`config.mk`:
```
export PLATFORM = sky130hd
export DESIGN_NAME = fetch_sequencer_flat
export DESIGN_NICKNAME = d
export VERILOG_FILES = /design/src/rtl/fetch_sequencer_if.sv /design/src/rtl/fetch_sequencer.sv /design/src/flat_wrapper.sv
export SDC_FILE = /design/constraint.sdc
export NUM_CORES = 1
export LEC_CHECK = 0
export ABC_AREA = 1
export BUFFER_PORTS_ARGS = -buffer_cell sky130_fd_sc_hd__clkbuf_2
export CAP_MARGIN = 20
export CORE_ASPECT_RATIO = 0.8
export CORE_MARGIN = 2
export CORE_UTILIZATION = 45
export CTS_CLUSTER_SIZE = 10
export DETAILED_ROUTE_END_ITERATION = 8
export MAX_ROUTING_LAYER = met4
export PLACE_DENSITY_LB_ADDON = 0.15
export SETUP_SLACK_MARGIN = 0.5
export SLEW_MARGIN = 40
export SYNTH_ARGS = -nofsm -noshare
export SYNTH_HDL_FRONTEND = slang
export SYNTH_SLANG_ARGS = --single-unit
```
`constraint.sdc`:
```
create_clock -name clk -period 3.7 [get_ports clk]
set_clock_uncertainty 0.1 [all_clocks]
set_input_delay 0.37 -clock clk [delete_from_list [all_inputs] [get_ports clk]]
set_output_delay 0.37 -clock clk [all_outputs]
set_load 0.02 [all_outputs]
```
`src/rtl/fetch_sequencer_if.sv`:
```
// Fetch/issue bus bundle: program-memory req/ack, halt-detector opcode/run_en
// and execution-driver valid/ready, grouped for the fetch_sequencer.
interface fetch_sequencer_if #(
    parameter int ADDR_WIDTH   = 8,
    parameter int OPCODE_SIZE  = 8,
    parameter int OPERAND_SIZE = 8
);
    logic                                mem_req;
    logic [ADDR_WIDTH-1:0]               mem_addr;
    logic                                mem_ack;
    logic [OPCODE_SIZE+OPERAND_SIZE-1:0] mem_rdata;
    logic [OPCODE_SIZE-1:0]              opcode;
    logic [OPERAND_SIZE-1:0]             operand;
    logic                                run_en;
    logic                                issue_valid;
    logic                                issue_ready;

    modport master (
        output mem_req, mem_addr, opcode, operand, issue_valid,
        input  mem_ack, mem_rdata, run_en, issue_ready
    );

    modport slave (
        input  mem_req, mem_addr, opcode, operand, issue_valid,
        output mem_ack, mem_rdata, run_en, issue_ready
    );
endinterface

```
`src/rtl/fetch_sequencer.sv`:
```
// Instruction fetch/decode/issue sequencer feeding the halt detector and execution driver.
// Optional single-step PAUSE state enabled by defining FETCH_SEQUENCER_SINGLE_STEP_EN.
module fetch_sequencer #(
    parameter int                    ADDR_WIDTH   = 8,
    parameter int                    OPCODE_SIZE  = 8,
    parameter int                    OPERAND_SIZE = 8,
    parameter logic [ADDR_WIDTH-1:0] RESET_PC     = '0
) (
    input  logic                   clk,
    input  logic                   rst,
    input  logic                   start,
`ifdef FETCH_SEQUENCER_SINGLE_STEP_EN
    input  logic                   step,
`endif
    fetch_sequencer_if.master      bus,
    output logic [ADDR_WIDTH-1:0]  pc,
    output logic                   halted,
    output logic                   busy,
    output logic [15:0]            issue_count
);

    typedef enum logic [2:0] {
        S_IDLE   = 3'd0,
        S_FETCH  = 3'd1,
        S_DECODE = 3'd2,
        S_ISSUE  = 3'd3,
        S_HALT   = 3'd4
`ifdef FETCH_SEQUENCER_SINGLE_STEP_EN
        , S_PAUSE = 3'd5
`endif
    } state_t;

    state_t                  r_state;
    state_t                  w_next;
    logic [ADDR_WIDTH-1:0]   r_pc;
    logic [OPCODE_SIZE-1:0]  r_opcode;
    logic [OPERAND_SIZE-1:0] r_operand;
    logic [15:0]             r_issue_count;
    logic                    w_fetch_done;
    logic                    w_issue_fire;
    logic                    w_restart;

    function automatic logic [15:0] sat_inc16(input logic [15:0] v);
        return (v == 16'hFFFF) ? v : v + 16'd1;
    endfunction

    assign w_fetch_done = (r_state == S_FETCH) && bus.mem_ack;
    assign w_issue_fire = (r_state == S_ISSUE) && bus.issue_ready;

    // start only takes effect from a parked state; busy states ignore it
    always_comb begin
        w_restart = 1'b0;
        case (r_state)
            S_IDLE, S_HALT: w_restart = start;
`ifdef FETCH_SEQUENCER_SINGLE_STEP_EN
            S_PAUSE:        w_restart = start;
`endif
            default:        w_restart = 1'b0;
        endcase
    end

    always_ff @(posedge clk) begin
        if (rst) r_state <= S_IDLE;
        else     r_state <= w_next;
    end

    always_comb begin
        w_next = r_state;
        case (r_state)
            S_IDLE:   if (start) w_next = S_FETCH;
            S_FETCH:  if (bus.mem_ack) w_next = S_DECODE;
            S_DECODE: w_next = bus.run_en ? S_ISSUE : S_HALT;
            S_ISSUE: begin
                if (bus.issue_ready) begin
`ifdef FETCH_SEQUENCER_SINGLE_STEP_EN
                    w_next = S_PAUSE;
`else
                    w_next = S_FETCH;
`endif
                end
            end
            S_HALT:   if (start) w_next = S_FETCH;
`ifdef FETCH_SEQUENCER_SINGLE_STEP_EN
            S_PAUSE:  if (start || step) w_next = S_FETCH;
`endif
            default:  w_next = S_IDLE;
        endcase
    end

    always_comb begin
        bus.mem_req     = 1'b0;
        bus.issue_valid = 1'b0;
        halted          = 1'b0;
        busy            = 1'b0;
        case (r_state)
            S_FETCH:  begin bus.mem_req = 1'b1;     busy = 1'b1; end
            S_DECODE: busy = 1'b1;
            S_ISSUE:  begin bus.issue_valid = 1'b1; busy = 1'b1; end
            S_HALT:   halted = 1'b1;
            default:  ;
        endcase
    end

    // pc stays on the halt instruction because it only advances on a transfer
    always_ff @(posedge clk) begin
        if (rst) begin
            r_pc          <= RESET_PC;
            r_opcode      <= '0;
            r_operand     <= '0;
            r_issue_count <= '0;
        end else begin
            if (w_restart) begin
                r_pc          <= RESET_PC;
                r_issue_count <= '0;
            end else if (w_issue_fire) begin
                r_pc          <= r_pc + ADDR_WIDTH'(1);
                r_issue_count <= sat_inc16(r_issue_count);
            end
            if (w_fetch_done) begin
                r_opcode  <= bus.mem_rdata[OPCODE_SIZE+OPERAND_SIZE-1:OPERAND_SIZE];
                r_operand <= bus.mem_rdata[OPERAND_SIZE-1:0];
            end
        end
    end

    assign bus.mem_addr = r_pc;
    assign bus.opcode   = r_opcode;
    assign bus.operand  = r_operand;
    assign pc           = r_pc;
    assign issue_count  = r_issue_count;

endmodule

```
`src/flat_wrapper.sv`:
```
// flat-port wrapper written by rule: the top's interface ports become plain ports
module fetch_sequencer_flat 
#(
    parameter int                    ADDR_WIDTH   = 8,
    parameter int                    OPCODE_SIZE  = 8,
    parameter int                    OPERAND_SIZE = 8,
    parameter logic [ADDR_WIDTH-1:0] RESET_PC     = '0
)
  (clk, rst, start, pc, halted, busy, issue_count, bus_mem_req, bus_mem_addr, bus_opcode, bus_operand, bus_issue_valid, bus_mem_ack, bus_mem_rdata, bus_run_en, bus_issue_ready);
  fetch_sequencer_if #(.ADDR_WIDTH(ADDR_WIDTH), .OPCODE_SIZE(OPCODE_SIZE), .OPERAND_SIZE(OPERAND_SIZE)) bus_i ();
  input  logic clk;
  input  logic rst;
  input  logic start;
  output logic [ADDR_WIDTH-1:0] pc;
  output logic halted;
  output logic busy;
  output logic [15:0] issue_count;
  output wire logic [$bits(bus_i.mem_req)-1:0] bus_mem_req;
  output wire logic [$bits(bus_i.mem_addr)-1:0] bus_mem_addr;
  output wire logic [$bits(bus_i.opcode)-1:0] bus_opcode;
  output wire logic [$bits(bus_i.operand)-1:0] bus_operand;
  output wire logic [$bits(bus_i.issue_valid)-1:0] bus_issue_valid;
  input wire logic [$bits(bus_i.mem_ack)-1:0] bus_mem_ack;
  input wire logic [$bits(bus_i.mem_rdata)-1:0] bus_mem_rdata;
  input wire logic [$bits(bus_i.run_en)-1:0] bus_run_en;
  input wire logic [$bits(bus_i.issue_ready)-1:0] bus_issue_ready;
  assign bus_mem_req = bus_i.mem_req;
  assign bus_mem_addr = bus_i.mem_addr;
  assign bus_opcode = bus_i.opcode;
  assign bus_operand = bus_i.operand;
  assign bus_issue_valid = bus_i.issue_valid;
  assign bus_i.mem_ack = bus_mem_ack;
  assign bus_i.mem_rdata = bus_mem_rdata;
  assign bus_i.run_en = bus_run_en;
  assign bus_i.issue_ready = bus_issue_ready;
  fetch_sequencer #(.ADDR_WIDTH(ADDR_WIDTH), .OPCODE_SIZE(OPCODE_SIZE), .OPERAND_SIZE(OPERAND_SIZE), .RESET_PC(RESET_PC)) u_core (.clk(clk), .rst(rst), .start(start), .bus(bus_i), .pc(pc), .halted(halted), .busy(busy), .issue_count(issue_count));
endmodule
```
Yosys cells after proc, flatten, opt, wreduce, memory -nomap -nowiden
Index checks and enable logic that the tools add are counted.

$add $sub $neg: 2. Equal/unequal tests: 8. Multiplexer cells: 10. Bitwise logic cells: 1. Reductions and logical operators: 8.

Operators by type and width (count): adder 16 x 1 -> 16 bit, second input constant (1); equality test 16 bit, second input constant (1); two-way mux 3 bit (4); one-hot mux 3 bit (4 select lines) (1); adder 8 x 1 -> 8 bit, second input constant (1); equality test 3 x 2 -> 1 bit, second input constant (2); two-way mux 1 bit (5); != test 2 bit, second input constant (2); OR reduction 2 bit (2); equality test 3 x 1 -> 1 bit, second input constant (1); equality test 3 bit, second input constant (1); logical NOT 3 bit (1); AND reduction 3 bit (1); OR reduction 3 bit (1); logical AND 1 bit (2); != test 2 x 1 -> 1 bit, second input constant (1); AND reduction 2 bit (1); inverter 1 bit (1).

Register bits: 43. Output and inout port bits: 52. Word-level logic and storage cells: 34.

Logic depth before layout (Yosys ltp)
Gate-level depths: netlist of the first run.

Depth after elaboration: 4. Mapped depth: 9. Mapped depth without buffers: 9.

Worst setup path before layout of the first run
Ideal clock, no wire load.

Kind: register -> register. Start: register u_core.r_issue_count[0] (netlist: u_core.issue_count[0]). End: register u_core.r_issue_count[11] (netlist: u_core.issue_count[11]). Library setup time: 0.115 ns. Arrival: 1.398 ns. Setup slack: 2.087 ns. Cell stages (with the launch flop): 8. Buffers on the path: 1. Clock period less this slack: 1.613 ns. Path through: dfxtp_1 -> ha_1 -> nand3_1 -> inv_1 -> nand4_1 -> buf_2 -> a21oi_1 -> nor2_1.

Word-level cells in the longest chain between the ends: 3. Elaborated cells on any way between the ends: 4.

RTL lines: from (decl) (RTL line fetch_sequencer.sv:38) `logic [15:0] r_issue_count;`; from (signal assigned) (RTL line fetch_sequencer.sv:117) `r_issue_count <= sat_inc16(r_issue_count);`; parallel branches: the longest is 3 deep, another holds adder 16 x 1 -> 16 bit.

Several ways; the timed one is not identified. A chain may end at the register's enable or synchronous reset.

Worst setup path after layout of the first run
Start: register u_core.r_state[1]. End: register u_core.r_issue_count[14] (netlist: u_core.issue_count[14]).

Word-level cells in the longest chain between the ends: 4. Elaborated cells on any way between the ends: 8.

RTL lines: from (decl) (RTL line fetch_sequencer.sv:33) `state_t r_state;`; from (signal assigned) (RTL line fetch_sequencer.sv:64) `else r_state <= w_next;`; equality test 3 bit / logical NOT 3 bit (equally long branches) (RTL line fetch_sequencer.sv:53) `case (r_state)`; OR reduction 2 bit (no line); two-way mux 1 bit (RTL line fetch_sequencer.sv:53); OR reduction 2 bit (no line).

Parallel ways exist; a longest one is shown, timed or not.

==> metrics.md, run 1 <==
| Metric | Value |
|---|---|
| Netlist cell types | `16` |
| Flop-to-flop setup slack | `1.65 ns` |
| CP startpoint | `u_core.r_state[1]$_SDFFE_PP0P_` |
| Ys async rst share | `0%` |
| Maximum clock rate | `roughly 0.5 GHz` |
| Tmin final | `2.05 ns` |
| DR iter-0 viols | `140` |
| Synth area leaders | `dfxtp_1, nor2_1, nand2_1` |
| EDFF count, synth | `0` |
| Post-synthesis sequential area ratio | `between 40% and 50%` |
| Power density over cell area | `414 nW/µm²` |
| Share of cells above drive strength 1 | `22.7%` |
| TritonRoute pass-1 iters | `4` |
| Adder-Cell Fraction of Synth Area | `1.22%` |
| Mux cell area share after synthesis | `0%` |
| Vias | `2153` |
| Top cell type's share of synthesized area | `42.1%` |
| Avg Inst Size Synth | `6.46 µm²` |
| Mapped cell area | `2050 µm²` |
| Worst VDD drop | `about 0.25 mV` |
| P_leak | `1.12 nW` |
| Worst-Skew Late Latency | `0.29 ns` |
| Detailed Place HPWL | `between 3000 and 4000 µm` |
| DRC violations left | `0` |
| Final nets | `407` |
| Slew Limit Fails | `0` |
| Clk sinks | `43` |
| Placer congestion estimate | `between 0.8 and 0.9` |
| Core area | `4280 µm²` |
| Final period util | `between 50% and 60%` |
| Count of final setup violators | `0` |
| Synth Area in Compound Gates | `10.5%` |
| Antenna violations before repair | `0` |
| Synth Instances | `approximately 320` |
| Crit. End Element | `flop` |
| Cell taking the most area after synthesis | `dfxtp_1` |
| Synthesized flop and latch total | `43` |
| Worst-path clk slew | `0.09 ns` |
| First-pass GRT wire length | `8070 µm` |
| Syn Nets | `approximately 340` |
| Main flop type after synthesis | `dfxtp_1` |
| Tot GR Track Use | `20.5%` |
| CTS hold repair buffers | `0` |
| Largest family of logic cells by synthesized area | `simple AND/OR/NAND/NOR gates` |
| CTS tree | `built` |
| Io pins | `74` |
| Clock buffer depth | `2` |
| RSZ-0062 raised after global routing | `false` |
| Max Cap Viol | `0` |
| Die extent in x | `slightly below 80 µm` |
| Worst reg-to-reg path cell count | `7` |
| Initial Utilization | `47.8%` |
| Final core utilization | `58.7%` |
| Hold WS | `0.195 ns` |
| Status | `complete, no violations` |
| Drt wl/cell | `~11 µm` |
| Critical-path maximum fanout | `13` |
| Max-Slew Margin vs Limit | `61.7%` |
| Setup TNS | `0 ns` |
| # diodes | `0` |
| Commonest cells in the netlist | `nor2_1, nand2_1, dfxtp_1, inv_1` |
| Full die area | `5110 µm²` |
| # rows | `21` |
| CTS root buf | `clkbuf_8` |
| Chip height | `64.3 µm` |
| YS warnings | `0` |
| Resize count post-CTS | `0` |
| Simple-gate share of the synthesized area | `36.8%` |
| Total wire length | `4790 µm` |
| Xor/xnor share of the synthesized area | `0%` |
| Num CTS Buffers | `5` |
| CP required | `3.80 ns` |
| Buffers added on ports | `73` |
| Reg-to-reg startpoint | `u_core.r_state[1]$_SDFFE_PP0P_` |
| Final ANT Viol Nets | `0` |
| Vias in the first global route | `1802` |
| Drt via density | `4.88` |
| Worst-Margin Slew | `0.572 ns` |
| Startpoint types | `flop` |
| Worst path arrival time | `about 2.2 ns` |
| Reg2Reg Capture Point | `u_core.issue_count[14]$_SDFFE_PP0P_` |
| Area Growth Syn to Fin | `22.9%` |
| H-tree depth | `2` |
| Postcts setup bufs | `0` |
| Hold crit path type | `input pin to flop` |
| Final Hold Fails | `0` |
| Count leader, synth | `nor2_1` |
| GR Overflow Total | `0` |
| Pin count of the biggest net entering global routing | `22` |
| Worst setup path end | `u_core.issue_count[14]$_SDFFE_PP0P_` |
| Setup CP Type | `flop to flop` |
cell usage in the layout, fill, tap and decap left out:
| master | Yosys | layout |
|---|---|---|
| a21oi_1 | 21 | 21 |
| buf_4 | 9 | 1 |
| buf_6 | 0 | 1 |
| bufinv_16 | 0 | 1 |
| clkbuf_2 | 0 | 73 |
| clkbuf_8 | 0 | 5 |
| clkinv_2 | 0 | 1 |
| clkinv_4 | 0 | 1 |
| dfxtp_1 | 43 | 43 |
| ha_1 | 2 | 2 |
| inv_1 | 23 | 23 |
| inv_2 | 2 | 2 |
| nand2_1 | 67 | 67 |
| nand2_2 | 1 | 1 |
| nand3_1 | 22 | 22 |
| nand4_1 | 2 | 2 |
| nor2_1 | 87 | 87 |
| nor3_1 | 8 | 8 |
| o21ai_0 | 22 | 22 |
| or2_2 | 1 | 1 |
kinds of logic after synthesis:
family	after synthesis
and+or+nand+nor	188
DFF	43
adders and majority gates	2
buffers and inverters	41
AOI/OAI and AO/OA	43
registers in the layout, indices dropped and copies added, names as in the netlist:
signal               cells
u_core.bus.mem_addr      8
u_core.bus.opcode        8
u_core.r_state           3
u_core.issue_count      16
u_core.bus.operand       8
critical path, cell delays in order (launching register included):
cell and delay [ns]:
dfxtp_1 0.44, nand4_1 0.50, inv_1 0.42, nand2_1 0.15, nor2_1 0.15, nand3_1 0.08
nand2_1 0.06, nor2_1 0.04
through the flow:
stage | std cells | setup WS (ns) | area (µm²) | total power [mW]
2_1_floorplan | 317 | 2.09 | 2050 | 0.632
3_5_place_dp | 432 | 1.56 | 2390 | 0.687
6_report | 441 | 1.65 | 2520 | 1.04
3_3_place_gp | 432 | 1.64 | 2390 | 0.685
4_1_cts | 440 | 1.54 | 2500 | 1.05
5_1_grt | 441 | 1.40 | 2520 | 1.10
final cells by class:
| class | count | area (µm²) |
|---|---|---|
| Fill cell | 443 | 1770 |
| Multi-Input combinational cell | 233 | 993 |
| Sequential cell | 43 | 861 |
| Timing Repair Buffer | 75 | 384 |
| Inverter | 25 | 93.8 |
| Tap cell | 57 | 71.3 |
| Clock buffer | 5 | 68.8 |
| Clock inverter | 3 | 43.8 |
where the power goes:
group / switching, mW / internal, mW / leakage [nW]
clock: 0.165 / 0.201 / 0.0581
combinational: 0.111 / 0.0592 / 0.717
sequential: 0.0162 / 0.488 / 0.349
worst min path at each step:
stage / end / cells past startpoint / start
floorplan: u_core.r_state[0]$_SDFFE_PP0P_ / 1 / rst
global placement: u_core.bus.operand[4]$_SDFFE_PP0P_ / 2 / u_core.bus.operand[4]$_SDFFE_PP0P_
detailed placement: u_core.bus.operand[7]$_SDFFE_PP0P_ / 2 / u_core.bus.operand[7]$_SDFFE_PP0P_
CTS: u_core.r_state[1]$_SDFFE_PP0P_ / 2 / rst
global route: u_core.r_state[0]$_SDFFE_PP0P_ / 2 / rst
finish: u_core.r_state[0]$_SDFFE_PP0P_ / 2 / rst
routing by layer:
layer  wire [µm]  global-route usage [%]  vias to the layer above
li1            -                       -                     1129
met1        2350                    28.3                      945
met2        2020                    29.3                       74
met3         361                    4.38                        5
met4          53                    7.54                        0
met5           0                       -                        -
(Power assumes the default switching activity.)
==> run 2: changes to the inputs <==
--- a/config.mk
+++ b/config.mk
@@ -5,7 +5,7 @@
 export SDC_FILE = /design/constraint.sdc
 export NUM_CORES = 1
 export LEC_CHECK = 0
-export ABC_AREA = 1
+export ABC_AREA = 0
 export BUFFER_PORTS_ARGS = -buffer_cell sky130_fd_sc_hd__clkbuf_2
 export CAP_MARGIN = 20
 export CORE_ASPECT_RATIO = 0.8
==> constraint.sdc (replaced) <==
create_clock -name clk -period 2 [get_ports clk]
set_clock_uncertainty 0.1 [all_clocks]
set_input_delay 0.2 -clock clk [delete_from_list [all_inputs] [get_ports clk]]
set_output_delay 0.2 -clock clk [all_outputs]
set_load 0.02 [all_outputs]
==> run 2 against run 1 <==
Net effect: fmax is 23% higher; sequential power is 73% higher; largest cell class unchanged; worst setup slack worse by 1.3 ns; via count is 3.6% lower; largest power group unchanged; synthesized cell count is 24% lower; highest routed layer unchanged.
==> metrics.md, run 2 <==
| Metric | Value |
|---|---|
| CP Buf/Inv Count | `0` |
| Flop-to-flop setup slack | `0.34 ns` |
| Worst reg-to-reg path cell count | `5` |
| Vias | `approximately 2100` |
| Commonest non-fill, non-tap cell in the layout | `clkbuf_2` |
| Adder-Cell Fraction of Synth Area | `1.26%` |
| Final ANT Viol Nets | `0` |
| Pin count of the biggest net entering global routing | `22` |
| Count of final setup violators | `0` |
| Setup TNS | `0 ns` |
| CP top delay family | `simple AND/OR/NAND/NOR gates` |
| Fill cells | `between 300 and 400` |
| Reg2Reg Capture Point | `u_core.issue_count[14]$_SDFFE_PP0P_` |
| Number of flip-flops in the largest register | `16` |
| Tmin final | `1.66 ns` |
| Vias in the first global route | `1826` |
| Slew Limit Fails | `0` |
| Xor/xnor share of the synthesized area | `between 3 and 4%` |
| Max stage delay on crit path | `0.44 ns` |
| Clock buffer depth | `2` |
| Psw | `0.416 mW` |
| CP startpoint | `u_core.issue_count[1]$_SDFFE_PP0P_` |
| Area Growth Syn to Fin | `48.9%` |
| Final nets | `~360` |
| Hold WS | `0.0169 ns` |
| Placer congestion estimate | `0.872` |
| CP Cell Sequence | `ha_4 > and4_4 > o2111ai_4 > or4_1 > a21oi_2` |
| Int Power | `1.29 mW` |
| DRC violations left | `0` |
| Synth Area in Compound Gates | `between 10% and 20%` |
| GR Overflow Total | `0` |
| P_leak | `approximately 1.3 nW` |
| Cell taking the most area after synthesis | `dfxtp_1` |
| Largest family of logic cells by synthesized area | `simple AND/OR/NAND/NOR gates` |
| Synth area leaders | `dfxtp_1, nand2_1, a21oi_1` |
| Reg-to-reg startpoint | `u_core.issue_count[1]$_SDFFE_PP0P_` |
| Post-synthesis sequential area ratio | `a little over two fifths` |
| Mapped cell area | `1990 µm²` |
| Comb power frac | `10.7%` |
| Worst-path clk slew | `0.09 ns` |
| Num CTS Buffers | `5` |
| Sw Ratio | `between 20% and 30%` |
| Stages on the worst setup path | `5` |
| Main flop type after synthesis | `dfxtp_1` |
| Critical-path maximum fanout | `5` |
| Power density over cell area | `576 nW/µm²` |
| First-pass GRT wire length | `about 8700 µm` |
| Mux cell area share after synthesis | `1.01%` |
| CTS root buf | `clkbuf_8` |
| EDFF count, synth | `0` |
| Share of cells above drive strength 1 | `between 40% and 50%` |
| Top cell type's share of synthesized area | `43.3%` |
| CTS tree | `built` |
| Commonest cells after routing, fill and taps aside | `clkbuf_2, nand2_1, a21oi_1, buf_4, dfxtp_1` |
| Buffers added on ports | `73` |
| Ys async rst share | `0%` |
| Detailed Place HPWL | `3340 µm` |
| Final Hold Fails | `0` |
| H-tree depth | `2` |
| Seq pwr share | `51.0%` |
| Setup CP Type | `flop to flop` |
| Synthesized flop and latch total | `43` |
| TritonRoute pass-1 iters | `4` |
| Status | `complete, no violations` |
| Met2 WL | `2580 µm` |
| Full die area | `4970 µm²` |
| Clk sinks | `43` |
| Netlist cell types | `41` |
| Tot GR Track Use | `22.8%` |
| RSZ-0062 raised after global routing | `true` |
| Max-Slew Margin vs Limit | `76.3%` |
| CTS hold repair buffers | `0` |
| Chip height | `around 63 µm` |
| CP required | `2.13 ns` |
| Io pins | `74` |
| Crit. End Element | `flop` |
| Worst path arrival time | `1.79 ns` |
| Initial Utilization | `47.3%` |
| Drt wl/cell | `13.7 µm` |
| Simple-gate share of the synthesized area | `29.6%` |
| Hold crit path type | `input pin to flop` |
| Metal-1 WL | `2460 µm` |
| Max Cap Viol | `0` |
| YS warnings | `0` |
| Worst VDD drop | `approximately 0.38 mV` |
| DR iter-0 viols | `164` |
| Count leader, synth | `nand2_1` |
| Commonest cells in the netlist | `nand2_1, dfxtp_1, a21oi_1, nor2_1, nor3_1` |
| Worst-Skew Late Latency | `0.29 ns` |
| Total wire length | `~5400 µm` |
| Top routing layer used | `met4` |
| # rows | `21` |
| Avg Inst Size Synth | `a little over 8 µm²` |
| CP max stage cell | `or4_1` |
| # diodes | `0` |
| Core area | `4200 µm²` |
| Startpoint types | `flop` |
| Final period util | `about 83%` |
| Worst-Margin Slew | `0.354 ns` |
| Drt via density | `~5.3` |
| Metal3 WL | `367 µm` |
| Syn Nets | `266` |
| Clock share of power | `38.3%` |
| Hold Path Origin | `bus_mem_rdata[11]` |
| Die extent in x | `78.3 µm` |
| Worst setup path end | `u_core.issue_count[14]$_SDFFE_PP0P_` |
| Antenna violations before repair | `0` |
| Synth Instances | `roughly 240` |
| Maximum clock rate | `0.602 GHz` |
[run 2: area by class of cell]
| cell class | count | area [µm²] | share of cell area, % |
|---|---|---|---|
| clock buffers | 7 | 108 | 3.63 |
| multi-input cells | 179 | 1190 | 40.4 |
| clock inverters | 1 | 5.00 | 0.169 |
| well taps | 57 | 71.3 | 2.41 |
| inverters | 1 | 3.75 | 0.127 |
| repair buffers | 107 | 663 | 22.4 |
| flip-flops and latches | 43 | 915 | 30.9 |
[run 2: kinds of logic after synthesis]
kind of cell    after synthesis
simple gates                116
compound gates               50
flops                        43
buf+inv                      21
xor+xnor                      8
mux                           2
fa+ha+maj                     2
[run 2: what timing repair did]
action / CTS / global route
pin swaps: 12 / 17
resized for setup: 28 / 18
gates cloned: 0 / 2
endpoints found under the setup margin: 44 / 32
setup buffers: 23 / 5
[run 2: per-stage QoR]
step | cells | setup WS, ns | utilization [%] | cell area, µm² | power, mW
6_report | 395 | 0.339 | 70.4 | 2960 | 1.71
5_1_grt | 395 | 0.281 | 70.4 | 2960 | 1.78
4_1_cts | 388 | 0.393 | 67.4 | 2840 | 1.71
3_5_place_dp | 357 | 0.185 | 58.3 | 2450 | 1.04
3_3_place_gp | 357 | 0.214 | 58.3 | 2450 | 1.04
2_1_floorplan | 242 | 0.313 | - | 2110 | 0.994
[run 2: layer usage]
metal | track usage (%) | vias up
met3 | 5.59 | 2
met1 | 30.5 | 968
met2 | 34.6 | 68
met4 | 6.14 | 0
met5 | - | -
li1 | - | 1038
[run 2: how the worst min path moves through the flow]
stage	to	cells past startpoint
6_report	u_core.bus.opcode[3]$_SDFFE_PP0P_	3
5_1_grt	u_core.bus.opcode[3]$_SDFFE_PP0P_	3
4_1_cts	u_core.bus.opcode[3]$_SDFFE_PP0P_	3
3_5_place_dp	u_core.bus.opcode[3]$_SDFFE_PP0P_	3
3_3_place_gp	u_core.bus.opcode[0]$_SDFFE_PP0P_	3
2_1_floorplan	u_core.bus.opcode[0]$_SDFFE_PP0P_	2
[run 2: worst reg2reg max path, cell delays in order (launching register included)]
cell and delay [ns]:
dfxtp_4 0.37, ha_4 0.17, and4_4 0.24, o2111ai_4 0.13
or4_1 0.44, a21oi_2 0.14
[run 2: power by group through the flow]
stage	sequential, mW	combinational, mW	clock [mW]
2_1_floorplan	0.911	0.0834	0
3_3_place_gp	0.901	0.142	0
3_5_place_dp	0.903	0.142	0
4_1_cts	0.871	0.172	0.670
5_1_grt	0.873	0.199	0.708
6_report	0.870	0.182	0.653
==> run 3: changes to the inputs <==
--- a/config.mk
+++ b/config.mk
@@ -10,7 +10,7 @@
 export CAP_MARGIN = 20
 export CORE_ASPECT_RATIO = 0.8
 export CORE_MARGIN = 2
-export CORE_UTILIZATION = 45
+export CORE_UTILIZATION = 44
 export CTS_CLUSTER_SIZE = 10
 export DETAILED_ROUTE_END_ITERATION = 8
 export MAX_ROUTING_LAYER = met4
==> constraint.sdc (replaced) <==
create_clock -name clk -period 1.46 [get_ports clk]
set_clock_uncertainty 0.1 [all_clocks]
set_input_delay 0.146 -clock clk [delete_from_list [all_inputs] [get_ports clk]]
set_output_delay 0.146 -clock clk [all_outputs]
set_load 0.02 [all_outputs]
==> run 3 against run 2 <==
Net effect: the flow now stops in global routing; synthesized cell count stayed put; synthesized area did not move.
==> metrics.md, run 3 <==
| Metric | Value |
|---|---|
| Status | `did not finish` |
| Exit stage | `global routing` |
| Run Error | `[ERROR DPL-0038] Utilization greater than 100%, impossible to legalize` |
| Largest family of logic cells by synthesized area | `simple AND/OR/NAND/NOR gates` |
| Clock buffer depth | `2` |
| Netlist cell types | `41` |
| Count leader, synth | `nand2_1` |
| Pin count of the biggest net entering global routing | `20` |
| GRT repair_timing worst endpoint | `u_core.issue_count[0]$_SDFFE_PP0P_/D` |
| Clk sinks | `43` |
| Synth Area in Compound Gates | `15.2%` |
| Mapped cell area | `~2000 µm²` |
| Synth area leaders | `dfxtp_1, nand2_1, a21oi_1` |
| Placer congestion estimate | `0.897` |
| # rows | `21` |
| Top cell type's share of synthesized area | `43.3%` |
| Buffers added on ports | `73` |
| Adder-Cell Fraction of Synth Area | `about 1.3%` |
| YS warnings | `0` |
| Cell taking the most area after synthesis | `dfxtp_1` |
| Ys async rst share | `0%` |
| CTS root buf | `clkbuf_8` |
| Synth Instances | `242` |
| Io pins | `74` |
| Post-Place Cell Area | `2770 µm²` |
| Die extent in x | `79.2 µm` |
| Initial Utilization | `46.7%` |
| H-tree depth | `2` |
| Mux cell area share after synthesis | `1.01%` |
| Xor/xnor share of the synthesized area | `3.52%` |
| Syn Nets | `266` |
| Chip height | `64.1 µm` |
| EDFF count, synth | `0` |
| Main flop type after synthesis | `dfxtp_1` |
| Commonest cells in the netlist | `nand2_1, dfxtp_1, a21oi_1, nor2_1, nor3_1` |
| Simple-gate share of the synthesized area | `29.6%` |
| WEP type | `register input` |
| Num CTS Buffers | `5` |
| Post-synthesis sequential area ratio | `between 40% and 50%` |
| Detailed Place HPWL | `3670 µm` |
| Synthesized flop and latch total | `43` |
| Avg Inst Size Synth | `about 8.2 µm²` |
[run 3: cell counts after synthesis]
No cell type changed its count.
[run 3: cell families after synthesis]
| logic type | Yosys count |
|---|---|
| AOI/OAI and AO/OA | 50 |
| xor gates and xnor gates | 8 |
| buffers and inverters | 21 |
| adders and majority gates | 2 |
| DFF | 43 |
| muxes | 2 |
| and+or+nand+nor | 116 |
[run 3: per-stage QoR]
stage	utilization [%]	hold WS (ns)	cells	setup slack, ns
floorplan	-	0.182	242	-0.230
global placement	65.0	0.269	393	-0.147
detailed placement	65.0	0.275	393	-0.166
CTS	95.8	0.0425	448	-0.174
[run 3: repair_timing]
item                                    4_1_cts
endpoints found under the setup margin       95
resized for setup                           194
gates cloned                                  4
hold buffers                                 16
endpoints found under the hold margin        16
pin swaps                                    34
setup buffers                                27
==> run 4: changes to the inputs <==
--- a/config.mk
+++ b/config.mk
@@ -8,14 +8,10 @@
 export ABC_AREA = 0
 export BUFFER_PORTS_ARGS = -buffer_cell sky130_fd_sc_hd__clkbuf_2
 export CAP_MARGIN = 20
-export CORE_ASPECT_RATIO = 0.8
 export CORE_MARGIN = 2
-export CORE_UTILIZATION = 44
-export CTS_CLUSTER_SIZE = 10
+export CORE_UTILIZATION = 30
 export DETAILED_ROUTE_END_ITERATION = 8
-export MAX_ROUTING_LAYER = met4
 export PLACE_DENSITY_LB_ADDON = 0.15
-export SETUP_SLACK_MARGIN = 0.5
 export SLEW_MARGIN = 40
 export SYNTH_ARGS = -nofsm -noshare
 export SYNTH_HDL_FRONTEND = slang
==> constraint.sdc (replaced) <==
create_clock -name clk -period 1.9 [get_ports clk]
set_clock_uncertainty 0.1 [all_clocks]
set_input_delay 0.19 -clock clk [delete_from_list [all_inputs] [get_ports clk]]
set_output_delay 0.19 -clock clk [all_outputs]
set_load 0.02 [all_outputs]
==> run 4 against run 3 <==
Net effect: the flow now finishes without violations.
==> metrics.md, run 4 (same netlist as run 2, synthesis figures left out) <==
| Metric | Value |
|---|---|
| GR Overflow Total | `0` |
| Total wire length | `4970 µm` |
| Critical-path maximum fanout | `5` |
| Total power | `1.70 mW` |
| Worst-path clk slew | `0.09 ns` |
| Crit. End Element | `flop` |
| Power density over cell area | `638 nW/µm²` |
| CP Buf/Inv Count | `0` |
| Drt via density | `4.84` |
| Worst VDD drop | `between 0.3 and 0.4 mV` |
| First-pass GRT wire length | `8240 µm` |
| Postcts setup bufs | `0` |
| Max-Slew Margin vs Limit | `70.3%` |
| Slew Limit Fails | `0` |
| Io pins | `74` |
| CP max stage cell | `or4_1` |
| Clock buffer depth | `2` |
| Commonest cells after routing, fill and taps aside | `clkbuf_2, nand2_1, dfxtp_1` |
| Max Cap Viol | `0` |
| Maximum clock rate | `0.564 GHz` |
| Buffers added on ports | `73` |
| Final Hold Fails | `0` |
| Vias | `1974` |
| Startpoint types | `flop` |
| Setup TNS | `0 ns` |
| Hold crit path type | `input pin to flop` |
| # rows | `29` |
| # diodes | `0` |
| Setup CP Type | `flop to flop` |
| Worst-Skew Late Latency | `0.29 ns` |
| Hold WS | `0.0129 ns` |
| CP Cell Sequence | `ha_2 > and4_1 > o2111ai_2 > or4_1 > a21oi_1` |
| Worst path arrival time | `1.90 ns` |
| Antenna violations before repair | `0` |
| Core area | `around 6400 µm²` |
| Die extent in x | `85.4 µm` |
| Commonest non-fill, non-tap cell in the layout | `clkbuf_2` |
| DR iter-0 viols | `83` |
| Vias in the first global route | `roughly 1800` |
| CP top delay family | `simple AND/OR/NAND/NOR gates` |
| CP required | `2.03 ns` |
| Final ANT Viol Nets | `0` |
| RSZ-0062 raised after global routing | `false` |
| DRC violations left | `0` |
| Worst-Margin Slew | `0.442 ns` |
| TritonRoute pass-1 iters | `4` |
| Status | `complete, no violations` |
| Tot GR Track Use | `14.0%` |
| CTS tree | `built` |
| H-tree depth | `2` |
| Final nets | `~350` |
| Count of final setup violators | `0` |
| Max stage delay on crit path | `roughly 0.42 ns` |
| Setup WS pre-CTS | `0.132 ns` |
| Full die area | `about 7300 µm²` |
| Placer congestion estimate | `0.794` |
| Pin count of the biggest net entering global routing | `22` |
| Fill cells | `around 670` |
| Area Growth Syn to Fin | `33.9%` |
| Initial Utilization | `31.1%` |
| CTS root buf | `clkbuf_8` |
| Number of flip-flops in the largest register | `16` |
| Chip height | `85.4 µm` |
| Setup slack after layout | `0.126 ns` |
| Num CTS Buffers | `5` |
| P_leak | `1.12 nW` |
| Final period util | `93.3%` |
| Share of cells above drive strength 1 | `between 30% and 40%` |
| Drt wl/cell | `12.2 µm` |
| Tmin final | `1.77 ns` |
| Detailed Place HPWL | `roughly 3600 µm` |
| Clk sinks | `43` |
==> run 4: timing repair <==
item / 4_1_cts / 5_1_grt
gates resized for setup: 0 / 1
setup endpoints to repair: 0 / 1
hold buffers: 8 / 1
hold endpoints to repair: 8 / 1
==> run 4: where the power goes <==
group          leakage (nW)  switching (mW)  internal (mW)
combinational         0.736           0.105         0.0764
sequential            0.348          0.0112          0.918
clock                0.0402           0.331          0.256
==> run 4: final timing paths <==
check	start	endpoint	slack, ns	cells past startpoint
setup reg to reg	u_core.issue_count[0]$_SDFFE_PP0P_	u_core.issue_count[14]$_SDFFE_PP0P_	0.13	5
hold / removal	bus_mem_rdata[10]	u_core.bus.opcode[2]$_SDFFE_PP0P_	0.01	3
hold reg to reg	u_core.bus.operand[4]$_SDFFE_PP0P_	u_core.bus.operand[4]$_SDFFE_PP0P_	0.36	2
setup / recovery	u_core.issue_count[0]$_SDFFE_PP0P_	u_core.issue_count[14]$_SDFFE_PP0P_	0.13	5
==> run 4: cell type report <==
cell class                 instances  area (µm²)  area share [%]
tap                               77        96.3            3.62
clock buffer                       5        68.8            2.59
timing repair buffer             101         598            22.5
inverter                           1        3.75           0.141
sequential                        43         861            32.3
clock inverter                     3        20.0           0.752
multi-input combinational        178        1010            38.1
==> run 4: metrics by stage <==
stage          std cells  util (%)  area [µm²]
2_1_floorplan        242         -        1990
3_3_place_gp         391      38.8        2480
3_5_place_dp         391      38.8        2480
4_1_cts              407      41.5        2650
5_1_grt              408      41.7        2660
6_report             408      41.7        2660
==> run 4: tightest hold or removal path, delay by kind of cell <==
family	cells	cell delay [ns]
and+or+nand+nor	1	0.04
buffers and inverters	1	0.08
AOI/OAI and AO/OA	1	0.05
==> run 4: metal layers <==
layer | global-route usage, % | vias to the layer above | routed length (µm)
met5 | 0 | - | 0
met4 | 4.18 | 0 | 36
met3 | 4.96 | 4 | 389
met2 | 21.5 | 66 | 2200
met1 | 18.4 | 883 | 2340
li1 | - | 1021 | -
